--- config.mk ---
export PLATFORM = sky130hd
export DESIGN_NAME = epcs_tx_sched_flat
export DESIGN_NICKNAME = d
export VERILOG_FILES = /design/src/rtl/epcs_pkg.sv /design/src/rtl/epcs_tx_sched_if.sv /design/src/rtl/epcs_rr_arb2.sv /design/src/rtl/epcs_tx_sched.sv /design/src/flat_wrapper.sv
export SDC_FILE = /design/constraint.sdc
export NUM_CORES = 1
export LEC_CHECK = 0
export BUFFER_PORTS_ARGS = -buffer_cell sky130_fd_sc_hd__buf_2
export CORE_MARGIN = 2
export CORE_UTILIZATION = 50
export CTS_CLUSTER_SIZE = 14
export DETAILED_ROUTE_END_ITERATION = 10
export HOLD_SLACK_MARGIN = 0.1
export PLACE_DENSITY = 0.85
export REMOVE_ABC_BUFFERS = 1
export SYNTH_ARGS = -nofsm -noshare
export SYNTH_HDL_FRONTEND = slang
export SYNTH_SLANG_ARGS = --single-unit
--- constraint.sdc ---
create_clock -name clk -period 2.95 [get_ports clk]
set_clock_uncertainty 0.15 [all_clocks]
set_input_delay 0.295 -clock clk [delete_from_list [all_inputs] [get_ports clk]]
set_output_delay 0.295 -clock clk [all_outputs]
set_load 0.02 [all_outputs]
--- src/rtl/epcs_pkg.sv ---
`default_nettype none
// ============================================================================
// Module   : epcs_pkg
// Brief    : Shared types and constants for the EPCS transmit scheduler.
// Revision : 1.0  initial release
// ============================================================================
package epcs_pkg;

  localparam int WORD_W = 20;

  localparam logic [WORD_W-1:0] TRAIN_WORD_DEF = 20'hF83E0;
  localparam logic [WORD_W-1:0] IDLE_WORD_DEF  = 20'h7C1F0;

  typedef enum logic [1:0] {
    ST_TRAIN = 2'd0,
    ST_IDLE  = 2'd1,
    ST_GNT0  = 2'd2,
    ST_GNT1  = 2'd3
  } state_t;

  // A counter for n values needs at least one bit even when n is 1.
  function automatic int cnt_width(input int n);
    return (n > 1) ? $clog2(n) : 1;
  endfunction

endpackage
`default_nettype wire

--- src/rtl/epcs_tx_sched_if.sv ---
`default_nettype none
// ============================================================================
// Module   : epcs_tx_sched_if
// Brief    : Requester handshakes and transmit-side outputs of the scheduler.
// Revision : 1.0  initial release
// ============================================================================
interface epcs_tx_sched_if;
  import epcs_pkg::*;

  logic              train_req;
  logic              s0_valid;
  logic [WORD_W-1:0] s0_data;
  logic              s0_last;
  logic              s0_ready;
  logic              s1_valid;
  logic [WORD_W-1:0] s1_data;
  logic              s1_last;
  logic              s1_ready;
  logic              txvalo;
  logic [WORD_W-1:0] txdout;
  logic              link_up;

  modport master (
    output train_req, s0_valid, s0_data, s0_last, s1_valid, s1_data, s1_last,
    input  s0_ready, s1_ready, txvalo, txdout, link_up
  );

  modport slave (
    input  train_req, s0_valid, s0_data, s0_last, s1_valid, s1_data, s1_last,
    output s0_ready, s1_ready, txvalo, txdout, link_up
  );

endinterface
`default_nettype wire

--- src/rtl/epcs_rr_arb2.sv ---
`default_nettype none
// ============================================================================
// Module   : epcs_rr_arb2
// Brief    : Two-way round-robin pick; ptr names the requester favoured on a tie.
// Revision : 1.0  initial release
// ============================================================================
module epcs_rr_arb2 (
  input  logic [1:0] req,
  input  logic       ptr,
  output logic       gnt
);

  always_comb begin
    gnt = ptr;
    unique case (req)
      2'b01:   gnt = 1'b0;
      2'b10:   gnt = 1'b1;
      default: gnt = ptr;
    endcase
  end

endmodule
`default_nettype wire

--- src/rtl/epcs_tx_sched.sv ---
`default_nettype none
// ============================================================================
// Module   : epcs_tx_sched
// Brief    : Link training and two-requester burst scheduling onto the EPCS tx word stream.
// Revision : 1.0  initial release
// ============================================================================
module epcs_tx_sched
  import epcs_pkg::*;
#(
  parameter int                TRAIN_LEN  = 64,
  parameter int                MAX_BURST  = 16,
  parameter logic [WORD_W-1:0] TRAIN_WORD = TRAIN_WORD_DEF,
  parameter logic [WORD_W-1:0] IDLE_WORD  = IDLE_WORD_DEF
) (
  input  logic            clk,
  input  logic            rst,
  epcs_tx_sched_if.slave  bus
);

  localparam int TCW = cnt_width(TRAIN_LEN);
  localparam int BCW = $clog2(MAX_BURST + 1);

  state_t            state, state_nxt;
  logic [TCW-1:0]    tcnt, tcnt_nxt;
  logic [BCW-1:0]    bcnt, bcnt_nxt;
  logic              ptr, ptr_nxt;
  logic              pending, pending_nxt;
  logic              accept;
  logic [WORD_W-1:0] acc_data;

  logic              gnt;
  logic              sel_hi;
  logic              sel_valid;
  logic              sel_last;
  logic [WORD_W-1:0] sel_data;

  epcs_rr_arb2 u_arb (
    .req ({bus.s1_valid, bus.s0_valid}),
    .ptr (ptr),
    .gnt (gnt)
  );

  assign sel_hi    = (state == ST_GNT1);
  assign sel_valid = sel_hi ? bus.s1_valid : bus.s0_valid;
  assign sel_last  = sel_hi ? bus.s1_last  : bus.s0_last;
  assign sel_data  = sel_hi ? bus.s1_data  : bus.s0_data;

  always_comb begin
    state_nxt   = state;
    tcnt_nxt    = tcnt;
    bcnt_nxt    = bcnt;
    ptr_nxt     = ptr;
    pending_nxt = pending;
    accept      = 1'b0;
    acc_data    = sel_data;

    unique case (state)
      ST_TRAIN: begin
        if (bus.train_req) begin
          tcnt_nxt = '0;
        end else if (tcnt == TCW'(TRAIN_LEN - 1)) begin
          state_nxt = ST_IDLE;
          tcnt_nxt  = '0;
        end else begin
          tcnt_nxt = tcnt + 1'b1;
        end
      end

      ST_IDLE: begin
        if (pending || bus.train_req) begin
          state_nxt   = ST_TRAIN;
          tcnt_nxt    = '0;
          pending_nxt = 1'b0;
        end else if (bus.s0_valid || bus.s1_valid) begin
          state_nxt = gnt ? ST_GNT1 : ST_GNT0;
          bcnt_nxt  = '0;
          // Favour the other requester on the next tie.
          ptr_nxt   = ~gnt;
        end
      end

      ST_GNT0, ST_GNT1: begin
        // Training requested mid-burst waits for the next IDLE.
        if (bus.train_req) pending_nxt = 1'b1;
        if (sel_valid) begin
          accept   = 1'b1;
          bcnt_nxt = bcnt + 1'b1;
          if (sel_last || (bcnt_nxt == BCW'(MAX_BURST))) state_nxt = ST_IDLE;
        end
      end

      default: state_nxt = ST_TRAIN;
    endcase
  end

  always_ff @(posedge clk) begin
    if (rst) begin
      state        <= ST_TRAIN;
      tcnt         <= '0;
      bcnt         <= '0;
      ptr          <= 1'b0;
      pending      <= 1'b0;
      bus.txvalo   <= 1'b0;
      bus.txdout   <= '0;
      bus.link_up  <= 1'b0;
      bus.s0_ready <= 1'b0;
      bus.s1_ready <= 1'b0;
    end else begin
      state        <= state_nxt;
      tcnt         <= tcnt_nxt;
      bcnt         <= bcnt_nxt;
      ptr          <= ptr_nxt;
      pending      <= pending_nxt;
      bus.txvalo   <= accept;
      bus.txdout   <= accept ? acc_data : ((state == ST_TRAIN) ? TRAIN_WORD : IDLE_WORD);
      bus.link_up  <= (state != ST_TRAIN);
      // Readys mirror the registered grant state so they never depend on valid.
      bus.s0_ready <= (state_nxt == ST_GNT0);
      bus.s1_ready <= (state_nxt == ST_GNT1);
    end
  end

endmodule
`default_nettype wire

--- src/flat_wrapper.sv ---
// flat-port wrapper written by rule: the top's interface ports become plain ports
module epcs_tx_sched_flat import epcs_pkg::*;
#(
  parameter int                TRAIN_LEN  = 64,
  parameter int                MAX_BURST  = 16,
  parameter logic [WORD_W-1:0] TRAIN_WORD = TRAIN_WORD_DEF,
  parameter logic [WORD_W-1:0] IDLE_WORD  = IDLE_WORD_DEF
)
  (clk, rst, bus_train_req, bus_s0_valid, bus_s0_data, bus_s0_last, bus_s1_valid, bus_s1_data, bus_s1_last, bus_s0_ready, bus_s1_ready, bus_txvalo, bus_txdout, bus_link_up);
  epcs_tx_sched_if bus_i ();
  input  logic clk;
  input  logic rst;
  input wire logic [$bits(bus_i.train_req)-1:0] bus_train_req;
  input wire logic [$bits(bus_i.s0_valid)-1:0] bus_s0_valid;
  input wire logic [$bits(bus_i.s0_data)-1:0] bus_s0_data;
  input wire logic [$bits(bus_i.s0_last)-1:0] bus_s0_last;
  input wire logic [$bits(bus_i.s1_valid)-1:0] bus_s1_valid;
  input wire logic [$bits(bus_i.s1_data)-1:0] bus_s1_data;
  input wire logic [$bits(bus_i.s1_last)-1:0] bus_s1_last;
  output wire logic [$bits(bus_i.s0_ready)-1:0] bus_s0_ready;
  output wire logic [$bits(bus_i.s1_ready)-1:0] bus_s1_ready;
  output wire logic [$bits(bus_i.txvalo)-1:0] bus_txvalo;
  output wire logic [$bits(bus_i.txdout)-1:0] bus_txdout;
  output wire logic [$bits(bus_i.link_up)-1:0] bus_link_up;
  assign bus_i.train_req = bus_train_req;
  assign bus_i.s0_valid = bus_s0_valid;
  assign bus_i.s0_data = bus_s0_data;
  assign bus_i.s0_last = bus_s0_last;
  assign bus_i.s1_valid = bus_s1_valid;
  assign bus_i.s1_data = bus_s1_data;
  assign bus_i.s1_last = bus_s1_last;
  assign bus_s0_ready = bus_i.s0_ready;
  assign bus_s1_ready = bus_i.s1_ready;
  assign bus_txvalo = bus_i.txvalo;
  assign bus_txdout = bus_i.txdout;
  assign bus_link_up = bus_i.link_up;
  epcs_tx_sched #(.TRAIN_LEN(TRAIN_LEN), .MAX_BURST(MAX_BURST), .TRAIN_WORD(TRAIN_WORD), .IDLE_WORD(IDLE_WORD)) u_core (.clk(clk), .rst(rst), .bus(bus_i));
endmodule
==> results.cfg, run 1 <==
[layout]
final_layout_size_suffix_gt1_frac = 0.276
nets = 369
n_antenna_cell = 0
layout_commonest_cell = buf_2
fin_cells = 365
most-common-layout-cells = 70 x buf_2, 51 x nand2_1, 39 x dfxtp_1, 38 x dlygate4sd3_1, 23 x a21oi_1
area.growth.synth_to_final_pct = 49.4
utilization = 0.767

[global_route]
grt_pass1_wl_mm = 7.82
top_usage_layer = met2
use_met1 = 0.303
use_met3 = 0.0683
grt_max_degree = 29
grt_util_met2 = 0.497
grt_pass1_vias = 1765
grt-ovfl-total = 0
groute.usage.overall = 0.283
antenna_found_initial = 0

[power]
switching_power_uw = 248
p_int_uw = 775
p_seq_frac = 0.527
leakage_uw = 0.00118
p_sw_frac = 0.242
power.share.clock = 0.362
comb_power_share = 0.111
ir_drop_mv = 0.335
power_density_mw_per_mm2 = 406

[placed_design]
gp_congestion = 0.816
dp_cells = 319
io_buffers = 70
dp_hpwl_mm = 2.78

[clock_network]
clkSinkCount = 39
clk_pin_slew_ns = 0.12
clock_path_buffers = 2
holdBufCountCts = 38
insertion_delay_ns = 0.37
cts-root-buf = clkbuf_4
cts_tree = yes
cts_htree_levels = 2
cts_resized = 0
cts_buffers = 5
post_cts_buffers = 0

[timing]
maxSlewViolCount = 0
maxSlewHeadroom = 0.590
whs_ns = 0.0961
final.setup.tns_ns = 0
finalHoldViolations = 0
finalSetupViolCount = 0
worst_slew_pin_slew_ns = 0.615
finalCritPeriodShare = 0.895
period_needed_ns = 2.64
fmax_mhz = 379
rsz0062_at_grt = no

[detailed_routing]
drtIter0Drc = 123
via_per_inst = 5.31
drtPass1Iterations = 4
wl_per_cell_um = 15.0
ant_nets = 0
drc = 0
dr_total_vias = 1938
wl_mm = 5.49

[die]
rows = 21
ioPinCount = 71
coreArea_mm2 = 0.00328
start_util = 0.513
die_h_um = 62.1
die_area_mm2 = 0.00385
dieWidth_um = 62.1

[outcome]
status = completed

[setup_path]
cp_data_arrival_time_ns = 2.78
cpMaxStageDelayCell = dfxtp_1
worst_ep_required_time_ns = 3.10
critPathKind = flip-flop to flip-flop
crit_fanout = 16
start_kind = flip-flop
cp_cell_sequence = and2_1 > nand2b_1 > a21oi_1 > dlygate4sd3_1
end_kind = flip-flop
cp_top_family = simple AND/OR/NAND/NOR gates
critPathMaxStageDelay_ns = 0.64
path_buf_inv = 1

[logic_synthesis]
yosysSeqAreaShare = 0.463
ys_ff_latch = 39
synth_edf_count = 0
avgSynthCellArea_um2 = 7.91
synthArstFlopShare = 0
yosysWarnings = 0
syn_inst = 213
ys.flop_type = dfxtp_1
syn_area_mm2 = 0.00169
synth.distinct_cells = 35

[flow_run]
drv_cap = 0

[worst_hold_path]
hold_path_class = primary input to flip-flop
## synthesized netlist by cell type, drive strengths merged, types with 3 or more instances
cell type	number	area, um^2
nand2	51	191
dfxtp	39	781
a21oi	23	115
nor2	21	78.8
a31oi	12	75.1
clkbuf	8	30.0
inv	7	26.3
nand3	7	35.0
or3	5	36.3
and2	4	27.5
buf	4	21.3
ha	4	50.1
o21ai	4	20.0
nor2b	3	18.8
## power groups by stage
stage	registers, uW	clock network [uW]	logic, uW
finish	539	370	114
global route	540	395	124
CTS	538	361	107
detailed placement	550	0	78.5
global placement	550	0	78.0
floorplan	560	0	21.5
## flip-flops by register name (all words and copies together) (netlist names)
register             count
u_core.tcnt              6
u_core.bus.txdout       20
u_core.bus.s0_ready      1
u_core.bus.s1_ready      1
u_core.pending           1
u_core.state             2
u_core.bus.txvalo        1
u_core.bus.link_up       1
u_core.ptr               1
u_core.bcnt              5
## per-stage QoR
step | total power [uW] | instance area, um^2 | worst slack (ns)
after floorplan | 581 | 1630 | 1.12
after global placement | 628 | 2060 | 1.04
after detailed placement | 628 | 2060 | 1.01
after CTS | 1010 | 2520 | 0.449
after global routing | 1060 | 2520 | 0.206
final | 1020 | 2520 | 0.310
## cell type report
type / instances / area (um^2)
repair buffers: 110 / 746
flip-flops and latches: 39 / 781
well taps: 46 / 57.6
multi-input cells: 155 / 827
clock buffers: 5 / 37.5
clock inverters: 3 / 43.8
inverters: 7 / 26.3
fillers: 203 / 766
## tightest hold or removal path, stage by stage
cell and delay, ns:
buf_2 0.11, a31oi_1 0.08, nor2_1 0.07
## cells by family (layout without fill, tap and decap cells)
group                    Yosys count  after routing  synth area share
AO/OA/AOI/OAI                     47             47             0.169
flip-flops                        39             39             0.463
buffers and inverters             19            125            0.0460
adder cells (fa/ha/maj)            4              4            0.0297
multiplexers                       3              3            0.0193
AND/OR/NAND/NOR                  101            101             0.272
## routing by layer
layer,vias to the layer above,wire (um),part of all wire
met4,0,298,0.054
met1,867,2080,0.38
met3,32,347,0.063
li1,939,-,-
met2,100,2770,0.50
met5,-,0,0
## path summary, 6_finish.rpt
kind	from	to	slack, ns	cells past startpoint
setup / recovery	u_core.state[1]$_SDFF_PP0_	u_core.bus.txdout[10]$_SDFF_PP0_	0.31	4
hold / removal	bus_s1_valid	u_core.bus.txdout[19]$_SDFF_PP0_	0.1	3
setup reg to reg	u_core.state[1]$_SDFF_PP0_	u_core.bus.txdout[10]$_SDFF_PP0_	0.31	4
hold reg to reg	u_core.pending$_SDFFE_PP0P_	u_core.pending$_SDFFE_PP0P_	0.35	2
(Power assumes the default switching activity.)
==> run 2, diff against run 1 <==
==> constraint.sdc (replaced) <==
create_clock -name clk -period 2.95 [get_ports clk]
set_clock_uncertainty 0.15 [all_clocks]
set_input_delay 0.1475 -clock clk [delete_from_list [all_inputs] [get_ports clk]]
set_output_delay 0.1475 -clock clk [all_outputs]
set_load 0.02 [all_outputs]
==> run 2 against run 1 <==
Compared with the run above:
- critical path depth grew 3
- clock power grew 2%
- first-iteration DRC count is 67% higher
- flip-flop and latch count is the same
- fmax fell by 5.1%
- critical endpoint is now u_core.state[1]$_SDFF_PP0_
- sequential power about the same
- setup slack got worse by 0.14 ns
- power increased by 0.99%
- core utilization grew 2.5 points
- sequential share of layout area is 0.92 points lower
- die area unchanged
==> results.cfg, run 2 (synthesized netlist as in run 1, its figures left out) <==
[layout]
seq_area_um2 = 782
top_register = u_core.bus.txdout
fin_cells = 373
fillers = 187
most-common-layout-cells = 70 x buf_2, 51 x nand2_1, 46 x dlygate4sd3_1, 38 x dfxtp_1, 23 x a21oi_1
n_antenna_cell = 0
multiInputGateArea_um2 = 827
area.growth.synth_to_final_pct = 54.3
largest_register_ff_count = 20
layout_commonest_cell = buf_2
final_layout_size_suffix_gt1_frac = 0.272
top_regs = u_core.bus.txdout (20), u_core.tcnt (6), u_core.bcnt (5)
nets = 377

[timing]
maxSlewHeadroom = 0.599
finalCritPeriodShare = 0.942
maxSlewViolCount = 0
worst_slew_pin_slew_ns = 0.594
rsz0062_at_grt = no
period_needed_ns = 2.78
finalHoldViolations = 0
worst_slack_ns = 0.170
final.setup.tns_ns = 0
fmax_mhz = 360
whs_ns = 0.159
finalSetupViolCount = 0

[die]
coreArea_mm2 = 0.00328
rows = 21
start_util = 0.513
die_h_um = 62.1
die_area_mm2 = 0.00385
dieWidth_um = 62.1
ioPinCount = 71

[global_route]
grt_max_degree = 29
antenna_found_initial = 0
grt_pass1_wl_mm = 8.98
groute.usage.overall = 0.332
grt-ovfl-total = 0
grt_pass1_vias = 1879

[worst_hold_path]
hold_path_class = primary input to flip-flop

[flow_run]
drv_cap = 0

[clock_network]
cts_buffers = 5
clk_pin_slew_ns = 0.11
cts-root-buf = clkbuf_4
clock_path_buffers = 2
cts_tree = yes
clkSinkCount = 39
insertion_delay_ns = 0.37
post_cts_buffers = 0
cts_htree_levels = 2

[setup_path]
end_kind = flip-flop
cpMaxStageDelayCell = dlygate4sd3_1
crit_fanout = 17
r2r-end = u_core.state[1]$_SDFF_PP0_
cp_cell_sequence = and2_1 > buf_4 > nand2_1 > nand3_1 > dlygate4sd3_1 > o221ai_2 > dlygate4sd3_1
worst_ep_required_time_ns = 3.06
reg2reg_slack_ns = 0.17
start_kind = flip-flop
critPathLaunch = u_core.state[0]$_SDFF_PP0_
critPathKind = flip-flop to flip-flop
r2r_cells = 7
cp_data_arrival_time_ns = 2.89
r2r_start = u_core.state[0]$_SDFF_PP0_
crit_path_frequent_cell = dlygate4sd3_1
crit_path_end = u_core.state[1]$_SDFF_PP0_
critPathMaxStageDelay_ns = 0.59

[outcome]
status = completed

[power]
ir_drop_mv = 0.310
leakage_uw = 0.00122
p_total_uw = 1030
power_density_mw_per_mm2 = 397

[placed_design]
io_buffers = 70
dp_hpwl_mm = 2.77
dp_cells = 319
dp_slack_ns = 1.00
gp_congestion = 0.801

[detailed_routing]
drtIter0Drc = 206
ant_nets = 0
wl_mm = 5.64
drc = 0
dr_total_vias = 1969
drtPass1Iterations = 4
wl_per_cell_um = 15.1
via_per_inst = 5.28
-- run 2: cell count changes in the layout (fill, tap and decap cells not counted) --
cell | before | now
dlygate4sd3_1 | 38 | 46
dfxtp_2 | 0 | 1
dfxtp_1 | 39 | 38
-- run 2: repair_timing --
item	CTS	global route
resized for setup	0	1
endpoints found under the setup margin	0	1
endpoints found under the hold margin	31	0
hold buffers	46	0
-- run 2: report_power, final --
part	switching [uW]	total, uW	internal [uW]
clock	197	376	178
sequential	2.78	538	535
combinational	53.9	119	65.4
total	254	1030	779
-- run 2: through the flow --
step	cell area (um^2)	utilization
detailed placement	2060	0.626
global placement	2060	0.626
CTS	2600	0.791
global route	2600	0.792
finish	2600	0.792
floorplan	1630	-
-- run 2: worst min-delay path by stage --
stage	start	endpoint	slack, ns	cells past startpoint
floorplan	rst	u_core.pending$_SDFFE_PP0P_	0.07	1
CTS	bus_s0_valid	u_core.bus.s0_ready$_SDFF_PP0_	0.15	5
global placement	bus_s1_data[11]	u_core.bus.txdout[11]$_SDFF_PP0_	0.24	3
detailed placement	bus_s1_data[2]	u_core.bus.txdout[2]$_SDFF_PP0_	0.24	3
finish	bus_s0_valid	u_core.bus.s0_ready$_SDFF_PP0_	0.16	5
global route	bus_s0_valid	u_core.bus.s0_ready$_SDFF_PP0_	0.20	5
-- run 2: critical path: cells and delay by family (launching register included) --
| kind | cells | cell delay [ns] |
|---|---|---|
| flip-flops | 1 | 0.51 |
| buffers and inverters | 3 | 1.41 |
| AO/OA/AOI/OAI | 1 | 0.11 |
| AND/OR/NAND/NOR | 3 | 0.49 |
-- run 2: routing by layer --
metal | vias to the layer above | GRT usage | routed length [um]
met3 | 22 | 0.133 | 315
met1 | 906 | 0.361 | 2090
li1 | 952 | - | -
met5 | - | 0 | 0
met2 | 89 | 0.537 | 3030
met4 | 0 | 0.207 | 201
-- run 2: layout make-up --
class | instances | area share
inverters | 7 | 0.0101
flip-flops and latches | 39 | 0.301
repair buffers | 118 | 0.318
well taps | 46 | 0.0221
clock buffers | 5 | 0.0144
multi-input cells | 155 | 0.318
clock inverters | 3 | 0.0168
